## src/rtl/crc_calculator_pkg.sv

```systemverilog
// Shared CRC-8 constants for the serial CRC calculator.
// Define CRC_ITU_XOR_EN to build the CRC-8/ITU variant (final XOR with 0x55).
package crc_calculator_pkg;

  localparam int         CRC_W    = 8;
  localparam logic [7:0] CRC_POLY = 8'h07;
  localparam logic [7:0] CRC_INIT = 8'h00;

`ifdef CRC_ITU_XOR_EN
  localparam logic [7:0] CRC_XOR_OUT = 8'h55;
`else
  localparam logic [7:0] CRC_XOR_OUT = 8'h00;
`endif

endpackage

```

## src/rtl/crc8_serial_step.sv

```systemverilog
// Combinational one-bit CRC-8 update, MSB-first, non-reflected.
module crc8_serial_step
  import crc_calculator_pkg::*;
(
  input  logic [7:0] crc_in,
  input  logic       bit_in,
  output logic [7:0] crc_out
);

  logic fb;

  assign fb      = crc_in[7] ^ bit_in;
  assign crc_out = {crc_in[6:0], 1'b0} ^ (fb ? CRC_POLY : 8'h00);

endmodule

```

## src/rtl/crc_calculator.sv

```systemverilog
// Serial CRC-8 over data_valid-framed bit streams; registered result per frame.
// Build option: CRC_ITU_XOR_EN selects the CRC-8/ITU output XOR.
module crc_calculator
  import crc_calculator_pkg::*;
(
  input  logic       clk,
  input  logic       rst_n,
  input  logic       data_in,
  input  logic       data_valid,
  output logic [7:0] crc_out,
  output logic       crc_valid
);

  logic [7:0] crc_work;
  logic [7:0] step_in;
  logic [7:0] step_out;
  logic       vld_prev;
  logic       frame_end;

  // First bit of a frame folds into INIT, never into the last frame's residue.
  assign step_in   = vld_prev ? crc_work : CRC_INIT;
  assign frame_end = vld_prev & ~data_valid;

  crc8_serial_step u_step (
    .crc_in  (step_in),
    .bit_in  (data_in),
    .crc_out (step_out)
  );

  always_ff @(posedge clk) begin
    if (!rst_n) begin
      crc_work  <= CRC_INIT;
      crc_out   <= 8'h00;
      crc_valid <= 1'b0;
      vld_prev  <= 1'b0;
    end else begin
      vld_prev  <= data_valid;
      crc_valid <= frame_end;
      if (data_valid)
        crc_work <= step_out;
      if (frame_end)
        crc_out <= crc_work ^ CRC_XOR_OUT;
    end
  end

endmodule

```

## config.mk

```make
export PLATFORM = sky130hd
export DESIGN_NAME = crc_calculator
export DESIGN_NICKNAME = d
export VERILOG_FILES = /design/src/rtl/crc_calculator_pkg.sv /design/src/rtl/crc8_serial_step.sv /design/src/rtl/crc_calculator.sv
export SDC_FILE = /design/constraint.sdc
export NUM_CORES = 1
export LEC_CHECK = 0
export CAP_MARGIN = 20
export CORE_UTILIZATION = 48
export DETAILED_ROUTE_END_ITERATION = 7
export HOLD_SLACK_MARGIN = 0.03
export PLACE_DENSITY_LB_ADDON = 0.08
export SLEW_MARGIN = 20
export SYNTH_ARGS = -nofsm -noshare
export SYNTH_HDL_FRONTEND = slang
export SYNTH_SLANG_ARGS = --single-unit
```

## constraint.sdc

```tcl
create_clock -name clk -period 1.37 [get_ports clk]
set_input_delay 0.274 -clock clk [delete_from_list [all_inputs] [get_ports clk]]
set_output_delay 0.274 -clock clk [all_outputs]
set_load 0.1 [all_outputs]
```

* Word-level counts from Yosys, hierarchy flattened
Cells that the tools add are included.
** Storage, ports and cells
- Output and inout bits :: 9
- Word-level logic and storage cells :: 10
- Register bits :: 18
- Bits of input ports :: 4
** Cells by class
- Mux-type cells :: 2
- Bitwise logic cells :: 4
** Operators by type and width (count)
- 8-bit 2-to-1 mux :: 1
- 8-bit bitwise XOR :: 1
- 3-bit 2-to-1 mux :: 1
- 1-bit AND :: 1
- 1-bit NOT :: 1
- 1-bit bitwise XOR :: 1

* Depth between registers and ports, before layout
Gate-level depths: netlist of the first run.
- Depth in word-level cells :: 4
- Depth in mapped cells :: 5
- Gate-level depth less buffers :: 3

* Modules after synthesis
Synthesis of the first run repeated with hierarchy kept, for this count alone.
** Second synthesis, totals
- Cell total of the unflattened synthesis :: 83
- Area, all modules :: 853.3 um2
** By module, submodules not included
- crc_calculator :: sequential area each 360.3 um2, times used 1, cells each 74, area each 752.0 um2
- crc8_serial_step :: sequential area each 0.0 um2, times used 1, cells each 9, area each 101.3 um2

* Worst setup path after synthesis of the first run
OpenSTA, ideal clock, no wires.
- Kind :: register to register
- Start :: register crc_out[0] (netlist name)
- End :: register crc_out[0]
- Buffers on the path :: 0
- Path slack :: 128 ps
- Library setup time :: 70 ps
- Clock period less this slack :: 1242 ps
- Cell stages (with the launch flop) :: 3
- Arrival :: 1172 ps
- Data required time :: 1300 ps
- Cell sequence :: dfxtp_1 > nand2_1 > a21oi_1
** RTL lines
- to (signal assigned) :: line crc_calculator.sv:42 : crc_out <= crc_work ^ CRC_XOR_OUT;
- to (decl) :: line crc_calculator.sv:10 : output logic [7:0] crc_out,

* Worst setup path in the final report of the first run
- Start :: input data_in
- End :: register crc_work[1]
** Between the ends
- Longest elaborated chain between the ends :: 3
** Ends and longest elaborated chain
- from (decl) :: line crc_calculator.sv:8 : input logic data_in,
- 1-bit bitwise XOR :: line crc8_serial_step.sv:12 : assign fb = crc_in[7] ^ bit_in;
- 3-bit 2-to-1 mux :: line crc8_serial_step.sv:13 : assign crc_out = {crc_in[6:0], 1'b0} ^ (fb ? CRC_POLY : 8'h00);
- 8-bit bitwise XOR :: line crc8_serial_step.sv:13
- to (signal assigned) :: line crc_calculator.sv:40 : crc_work <= step_out;
- to (decl) :: line crc_calculator.sv:14 : logic [7:0] crc_work;
Every way passes these cells.
A chain may end at the register's enable or synchronous reset.

==> impl_metrics.ini, run 1 <==
[run_status]
status = finished, final reports clean

[flow_run]
drv_cap = 0

[worst_setup_path]
critical_path_class = input pin to flop
crit_path_start_kind = input pin
arrival_ns = 1.47
crit_path_max_fanout = 2
reg2regPathDepth = 3
reg2reg_slack_ns = 0.17
critPathMaxStageDelay_ns = 0.47
endpoint_kind = flop
cp_cell_sequence = clkdlybuf4s50_1 -> and3b_4 -> or2_0 -> a221o_1
rr_endpoint = crc_work[1]$_SDFFE_PN0P_
required_ns = 1.55
r2r_start = crc_work[7]$_SDFFE_PN0P_
cp_slowest_cell = clkdlybuf4s50_1

[route]
vias_per_cell = 5.17
met2_length_um = 625
wirelength_um = 1270
vias = 610
first_pass_iters = 3
drt_iter0_markers = 5
ant_nets = 0
drc = 0
met1_length_um = 606
routedWlPerCell_um = 10.8
highest_layer = met4
met3_length_um = 25

[clocking]
clk_pin_slew_ns = 0.10
clk_latency_ns = 0.28
root_buffer = clkbuf_4
cts_tree = yes
cts_made_buffers = 3
htreeDepth = 1
cts_sinks = 18
clockBufferDepth = 2
hold_buffers = 0

[die]
initial_core_util_pct = 52.3
std_cell_rows = 13
core_region_area_um2 = 1330
pin_count = 13
die_x_um = 40.1
die-area_um2 = 1610
die_h_um = 40.1

[logic_synthesis]
synthCells = 84
synth-seq-cells = 18
syn_nets = 88
yosysWarnings = 0
synth_area_um2 = 698
yosysUniqueCellTypes = 19
syn_area_per_cell_um2 = 8.31
ys_seq_area_share_pct = 51.6

[placed_design]
place_inst = 115
hpwl_um = 996
place.gp.congestion = 0.774
placed_area_um2 = 972
io_buffers = 12

[sta]
grt_setup_unrepaired = no
hold-worst-slack_ns = 0.481
finalHoldViolations = 0
slew_viol_final = 0
finalCriticalPeriod_ns = 1.29
setup_tns_ns = 0
fmax_mhz = 774
worstMarginPinSlew_ns = 0.448
setup_viol = 0
maxSlewHeadroom_pct = 70.1
fin_worst_skew_ns = 0.00443
period_share_pct = 94.3

[cells_and_area]
final_nets = 109
syn_to_final_growth_pct = 42.7
drive_gt1_share_pct = 22.3
layout_common_cells = nand2_1 (19), dfxtp_1 (17), a21oi_1 (15), buf_12 (9), buf_4 (9)
n_antenna_cell = 0
finalInstanceArea_um2 = 996
final_cell_count_no_fill = 118
fin_util_pct = 74.7
layout_commonest_cell = nand2_1

[grt]
grt_max_degree = 16
grt_pass1_vias = 509
grt-ovfl-total = 0
grt_antenna_before_repair = 0
grt_first_pass_wirelength_um = 2070
track_usage_pct = 19.6

[power]
power_leakage_nw = 0.369
ir_drop_uv = 617
pwr_density_cell_nw_per_um2 = 893

[min_path]
hold_path.class = flop to flop
hold_depth = 2
holdCritStartpoint = crc_work[5]$_SDFFE_PN0P_
worstHoldEndpoint = crc_out[5]$_SDFFE_PN0P_
## how the worst max path moves through the flow
stage	cells after the start	endpoint	slack [ns]	start
after global routing	4	crc_work[1]$_SDFFE_PN0P_	0.05	data_in
after detailed placement	4	crc_work[1]$_SDFFE_PN0P_	-0.23	data_in
final	4	crc_work[1]$_SDFFE_PN0P_	0.08	data_in
after global placement	4	crc_work[1]$_SDFFE_PN0P_	-0.20	data_in
after CTS	4	crc_work[1]$_SDFFE_PN0P_	0.08	data_in
after floorplan	2	crc_out[0]$_SDFFE_PN0P_	0.13	crc_out[0]$_SDFFE_PN0P_
## worst max-delay path: cells and delay by family
kind	cells	cell delay (ns)
buffers and inverters	1	0.47
AO/OA/AOI/OAI	1	0.32
AND/OR/NAND/NOR	2	0.41
## where the power goes
group | switching (mW) | total [mW] | internal [mW]
combinational | 0.0522 | 0.0963 | 0.0441
sequential | 0.0111 | 0.545 | 0.534
clock | 0.147 | 0.249 | 0.102
total | 0.210 | 0.890 | 0.680
## registers in the layout, summed over array words and instances, names as in the netlist
signal / count
crc_out: 8
crc_work: 8
crc_valid: 1
vld_prev: 1
## repair_timing
action	CTS	global route
gates resized for setup	0	1
endpoints found under the setup margin	0	1
buffers inserted	0	0
## kinds of logic (layout without fill, tap and decap cells)
family,Yosys count,in the layout,share of synthesized area [%]
AOI/OAI and AO/OA,18,18,14.7
DFF,18,18,51.6
buffers and inverters,7,26,4.30
and+or+nand+nor,41,41,29.4
## final cells by class
cell class              instances  area [um2]
flip-flops and latches         18         362
fillers                       108         338
multi-input cells              59         308
repair buffers                 21         278
clock buffers                   3        22.5
well taps                      15        18.8
inverters                       2        7.51
## layer usage
metal  GRT usage, %  up-vias
met4           10.3        0
met2           29.8        8
met3           5.00        2
met5              0        -
li1               -      321
met1           25.1      279
## stage by stage
step                      total power, mW  setup slack (ns)
after floorplan                     0.609             0.128
after global placement              0.652            -0.198
after detailed placement            0.653            -0.229
after CTS                           0.895            0.0800
after global routing                0.932            0.0511
final                               0.890            0.0779
## synthesized netlist by cell type (all sizes together)
cell type | n | share of area [%]
nand3 | 5 | 3.6
buf | 4 | 2.7
clkbuf | 1 | 0.54
nor2 | 2 | 1.1
nand2 | 19 | 10
inv | 2 | 1.1
a221o | 2 | 2.9
a21boi | 1 | 1.1
a21oi | 15 | 11
nor3 | 1 | 0.72
nor4 | 2 | 1.8
nor3b | 1 | 1.1
or2 | 1 | 0.90
and3b | 1 | 1.8
nor2b | 3 | 2.7
or2b | 1 | 1.1
nand2b | 5 | 4.5
dfxtp | 18 | 52
No activity file was read; power rests on OpenSTA's default activity.
==> run 2, diff against run 1 <==
--- a/config.mk
+++ b/config.mk
@@ -5,6 +5,7 @@
 export SDC_FILE = /design/constraint.sdc
 export NUM_CORES = 1
 export LEC_CHECK = 0
+export ABC_AREA = 1
 export CAP_MARGIN = 20
 export CORE_UTILIZATION = 48
 export DETAILED_ROUTE_END_ITERATION = 7
==> run 2 against run 1 <==
Effect of this change: global-route usage fell by 1.4 points; final cell count fell by 2.5%; core utilization fell by 1.8 points; power rose by 6.9%; final area fell by 2.4%; non-clock buffer count fell by 6; die area rose by 0.67%; hold slack improved by 0.013 ns; clock-buffer cell count rose by 1; routed wire length fell by 2.4%; critical path type is now flop to output pin.
==> impl_metrics.ini, run 2 <==
[clocking]
cts_sinks = 18
post-cts-setup-buffers = 0
clk_pin_slew_ns = 0.10
cts_tree = yes
cts_resized = 0
cts_made_buffers = 3
htreeDepth = 1
root_buffer = clkbuf_4
hold_buffers = 0
clk_latency_ns = 0.28
clockBufferDepth = 2

[worst_setup_path]
critPathTopFamily = flip-flops
endpoint_kind = output pin
critPathMaxStageDelay_ns = 0.39
arrival_ns = 0.87
crit_path_max_fanout = 2
required_ns = 1.10
crit_path_start_kind = flop
r2r_start = vld_prev$_SDFF_PN0_
cp-startpoint = crc_out[4]$_SDFFE_PN0P_
cp_slowest_cell = dfxtp_1
critical_path_class = flop to output pin
cp_cell_sequence = buf_12
crit_buf_inv = 1

[sta]
hold-worst-slack_ns = 0.494
finalCriticalPeriod_ns = 1.14
finalHoldViolations = 0
fmax_mhz = 878
grt_setup_unrepaired = no
worstMarginPinSlew_ns = 0.401
fin_worst_skew_ns = 0.00231
slew_viol_final = 0
setup_viol = 0
maxSlewHeadroom_pct = 73.2
period_share_pct = 83.1

[placed_design]
hpwl_um = 979
io_buffers = 12
place_inst = 111
place.gp.congestion = 0.864

[cells_and_area]
final_nets = 105
syn_to_final_growth_pct = 38.3
fillers = 117
layout_common_cells = dfxtp_1 (18), inv_1 (16), nand3_1 (15), buf_12 (9)
drive_gt1_share_pct = 24.0
reg_top3 = crc_out x8, crc_work x8
n_antenna_cell = 0
final_cell_count_no_fill = 115
regArea_um2 = 360
layout_commonest_cell = dfxtp_1
multi_input_area_um2 = 260

[power]
p_total_mw = 0.951
power_leakage_nw = 0.418
pwr_density_cell_nw_per_um2 = 978
ir_drop_uv = 526

[die]
die_h_um = 40.3
die_x_um = 40.3
std_cell_rows = 13
core_region_area_um2 = 1330
initial_core_util_pct = 52.7
die-area_um2 = 1620
pin_count = 13

[min_path]
holdCritStartpoint = crc_work[1]$_SDFFE_PN0P_
hold_path.class = flop to flop

[route]
ant_nets = 0
vias_per_cell = 5.02
first_pass_iters = 5
vias = 577
drc = 0
routedWlPerCell_um = 10.8
wirelength_um = 1240
drt_iter0_markers = 15

[grt]
grt_pass1_vias = 440
grt_antenna_before_repair = 0
grt_first_pass_wirelength_um = 1830
grt_max_degree = 11
track_usage_pct = 18.1
grt-ovfl-total = 0

[run_status]
status = finished, final reports clean

[flow_run]
drv_cap = 0

[logic_synthesis]
synth_flop_cell = dfxtp_1
ys_seq_area_share_pct = 51.2
synthCells = 83
yosysUniqueCellTypes = 16
synth-seq-cells = 18
synthTopCellsByArea = dfxtp_1 (51%), nand3_1 (11%), inv_1 (8.5%)
syn_area_per_cell_um2 = 8.47
synth_top_area_share_pct = 51.2
synth_top_cells_by_count = dfxtp_1 (18), inv_1 (16), nand3_1 (15)
syn_nets = 87
synth_area_um2 = 703
synth_edf_count = 0
yosysWarnings = 0
yosys.area.top_type = dfxtp_1
yosysMostFrequentCell = dfxtp_1
ys_async_sr_fraction_pct = 0
run 2: cells by family after synthesis:
logic type	share of synthesized area (%)
flip-flops	51.2
buffers and inverters	11.7
AO/OA/AOI/OAI	12.3
AND/OR/NAND/NOR	24.7
run 2: final timing paths:
path / to / slack, ns / depth (start not counted)
setup / recovery: crc_out[4] / 0.23 / 1
hold / removal: crc_out[1]$_SDFFE_PN0P_ / 0.49 / 2
setup reg to reg: crc_out[6]$_SDFFE_PN0P_ / 0.27 / 2
hold reg to reg: crc_out[1]$_SDFFE_PN0P_ / 0.49 / 2
run 2: power breakdown:
part | internal (mW) | switching, mW
clock | 0.162 | 0.151
sequential | 0.534 | 0.0103
combinational | 0.0360 | 0.0583
total | 0.731 | 0.220
run 2: cell type report:
class                           instances  share of cell area (%)
Sequential cell                        18                    37.1
Multi-Input combinational cell         46                    26.8
Clock buffer                            4                    3.73
Timing Repair Buffer                   15                    23.9
Inverter                               17                    6.56
Tap cell                               15                    1.93
run 2: per-layer routing:
metal / routed length, um / part of all wire [%] / vias up / global-route usage, %
li1: - / - / 306 / -
met1: 585 / 47 / 247 / 21.8
met2: 581 / 47 / 18 / 29.0
met3: 43 / 3.5 / 6 / 3.33
met4: 27 / 2.2 / 0 / 12.5
met5: 0 / 0 / - / 0
run 2: through the flow:
| step | setup WS (ns) | TNS (ns) | cell area [um2] | utilization, % |
|---|---|---|---|---|
| finish | 0.231 | 0 | 972 | 72.9 |
| global route | 0.179 | 0 | 972 | 72.9 |
| CTS | 0.219 | 0 | 972 | 72.9 |
| detailed placement | -0.00616 | -0.00616 | 936 | 70.2 |
| floorplan | 0.148 | 0 | 703 | - |
| global placement | 0.0320 | 0 | 936 | 70.2 |
==> run 3, diff against run 2 <==
--- a/config.mk
+++ b/config.mk
@@ -7,7 +7,7 @@
 export LEC_CHECK = 0
 export ABC_AREA = 1
 export CAP_MARGIN = 20
-export CORE_UTILIZATION = 48
+export CORE_UTILIZATION = 43
 export DETAILED_ROUTE_END_ITERATION = 7
 export HOLD_SLACK_MARGIN = 0.03
 export PLACE_DENSITY_LB_ADDON = 0.08
==> constraint.sdc (replaced) <==
create_clock -name clk -period 1 [get_ports clk]
set_input_delay 0.2 -clock clk [delete_from_list [all_inputs] [get_ports clk]]
set_output_delay 0.2 -clock clk [all_outputs]
set_load 0.1 [all_outputs]
==> run 3 against run 2 <==
Effect of this change: the run now ends with setup timing left; critical path depth unchanged; clock power grew 44%; flip-flop and latch count is the same; sequential share of layout area decreased by 1.8 points; worst setup slack worse by 0.28 ns; non-clock buffer count increased by 4; die area increased by 11%; highest routed layer unchanged; routed wire length rose by 14%.
==> impl_metrics.ini, run 3 (synthesis gave the netlist of run 2 again) <==
[run_status]
status = finished, violations left
violations = setup timing

[placed_design]
hpwl_um = 1030
post-place-ws_ns = -0.284
place.gp.congestion = 0.822
io_buffers = 12

[worst_setup_path]
r2r_start = vld_prev$_SDFF_PN0_
critPathMaxStageDelay_ns = 0.38
endpoint_kind = output pin
cp_cell_sequence = buf_12
arrival_ns = 0.85
crit_path_max_fanout = 2
critPathTopFamily = flip-flops
cp_slowest_cell = dfxtp_2
cp-startpoint = crc_out[1]$_SDFFE_PN0P_
required_ns = 0.80
crit_buf_inv = 1
critical_path_class = flop to output pin
crit_path_start_kind = flop

[power]
p_switching_mw = 0.335
pwr-share-seq_pct = 54.7
pwr-share-comb_pct = 11.9
power_frac_clock_pct = 33.4
ir_drop_uv = 890
p_int_mw = 1.02
power_leakage_nw = 0.469
p_total_mw = 1.35
pwr_density_cell_nw_per_um2 = 1280
p_sw_share_pct = 24.7

[die]
core_region_area_um2 = 1520
pin_count = 13
std_cell_rows = 14
die_h_um = 42.4
initial_core_util_pct = 46.1
die_x_um = 42.4
die-area_um2 = 1800

[sta]
finalCriticalPeriod_ns = 1.05
setup_viol = 9
hold-worst-slack_ns = 0.285
grt_setup_unrepaired = yes
period_share_pct = 105
maxSlewHeadroom_pct = 83.5
fmax_mhz = 949
setup_slack_ns = -0.0534
worstMarginPinSlew_ns = 0.247
fin_worst_skew_ns = 0.000714
slew_viol_final = 0
finalHoldViolations = 0

[min_path]
hold_path.class = input pin to flop
holdCritStartpoint = data_valid

[clocking]
clk_latency_ns = 0.30
cts_tree = yes
clockBufferDepth = 2
root_buffer = clkbuf_4
cts_made_buffers = 3
clk_pin_slew_ns = 0.10
cts_sinks = 18
htreeDepth = 1

[grt]
grt_first_pass_wirelength_um = 2390
track_usage_pct = 18.1
grt_max_degree = 11
grt_pass1_vias = 565
grt-ovfl-total = 0
grt_antenna_before_repair = 0

[cells_and_area]
layout_commonest_cell = inv_1
syn_to_final_growth_pct = 50.2
regArea_um2 = 373
reg_top3 = crc_out x8, crc_work x8
drive_gt1_share_pct = 39.4
multi_input_area_um2 = 283
final_nets = 109
n_antenna_cell = 0
fillers = 132
layout_common_cells = inv_1 (16), nand3_1 (14), dfxtp_2 (10), buf_12 (10), dfxtp_1 (8)

[route]
vias = 621
drc = 0
wirelength_um = 1420
first_pass_iters = 4
vias_per_cell = 5.18
routedWlPerCell_um = 11.8
ant_nets = 0
drt_iter0_markers = 13

[flow_run]
drv_cap = 0
## run 3: changes by cell type in the layout (fill, tap and decap cells not counted), sizes merged
cell / delta
buf: +4
clkdlybuf4s50: -2
dlymetal6s2s: +2
## run 3: routing by layer
layer  vias to the layer above  routed length [um]  share of wire [%]  track usage, %
met5                         -                   0                  0               0
met4                         0                  64                4.5            15.0
met3                         7                  44                3.1            2.59
met2                        18                 698                 49            28.3
met1                       283                 609                 43            21.7
li1                        313                   -                  -               -
## run 3: final timing paths
kind / to / slack [ns] / cells after the start
worst max-delay path: crc_out[1] / -0.05 / 1
worst min-delay path: crc_work[2]$_SDFFE_PN0P_ / 0.29 / 4
worst max register to register: crc_work[2]$_SDFFE_PN0P_ / 0.03 / 8
worst min register to register: crc_out[1]$_SDFFE_PN0P_ / 0.48 / 2
## run 3: layout make-up
cell class	instances	area share, %
sequential	18	35.3
timing repair buffer	19	26.5
tap	16	1.90
inverter	17	6.04
multi-input combinational	46	26.8
clock buffer	4	3.44
## run 3: repair_timing
action,in CTS,in global routing
resized for setup,1,8
hold endpoints to repair,0,0
endpoints found under the setup margin,11,24
setup buffers,1,0
hold buffers,0,0
pin swaps,0,1
## run 3: power by group through the flow
stage | sequential (mW) | clock [mW] | combinational (mW)
floorplan | 0.779 | 0 | 0.0644
global placement | 0.757 | 0 | 0.149
detailed placement | 0.757 | 0 | 0.152
CTS | 0.741 | 0.459 | 0.154
global route | 0.743 | 0.483 | 0.172
finish | 0.741 | 0.452 | 0.160
## run 3: per-stage QoR
step | setup TNS, ns | area [um2] | utilization (%) | cells
after floorplan | 0 | 714 | - | 83
after global placement | -4.01 | 983 | 64.5 | 115
after detailed placement | -4.62 | 983 | 64.5 | 115
after CTS | -0.371 | 1030 | 67.5 | 120
after global routing | -0.595 | 1060 | 69.3 | 120
final | -0.331 | 1060 | 69.3 | 120
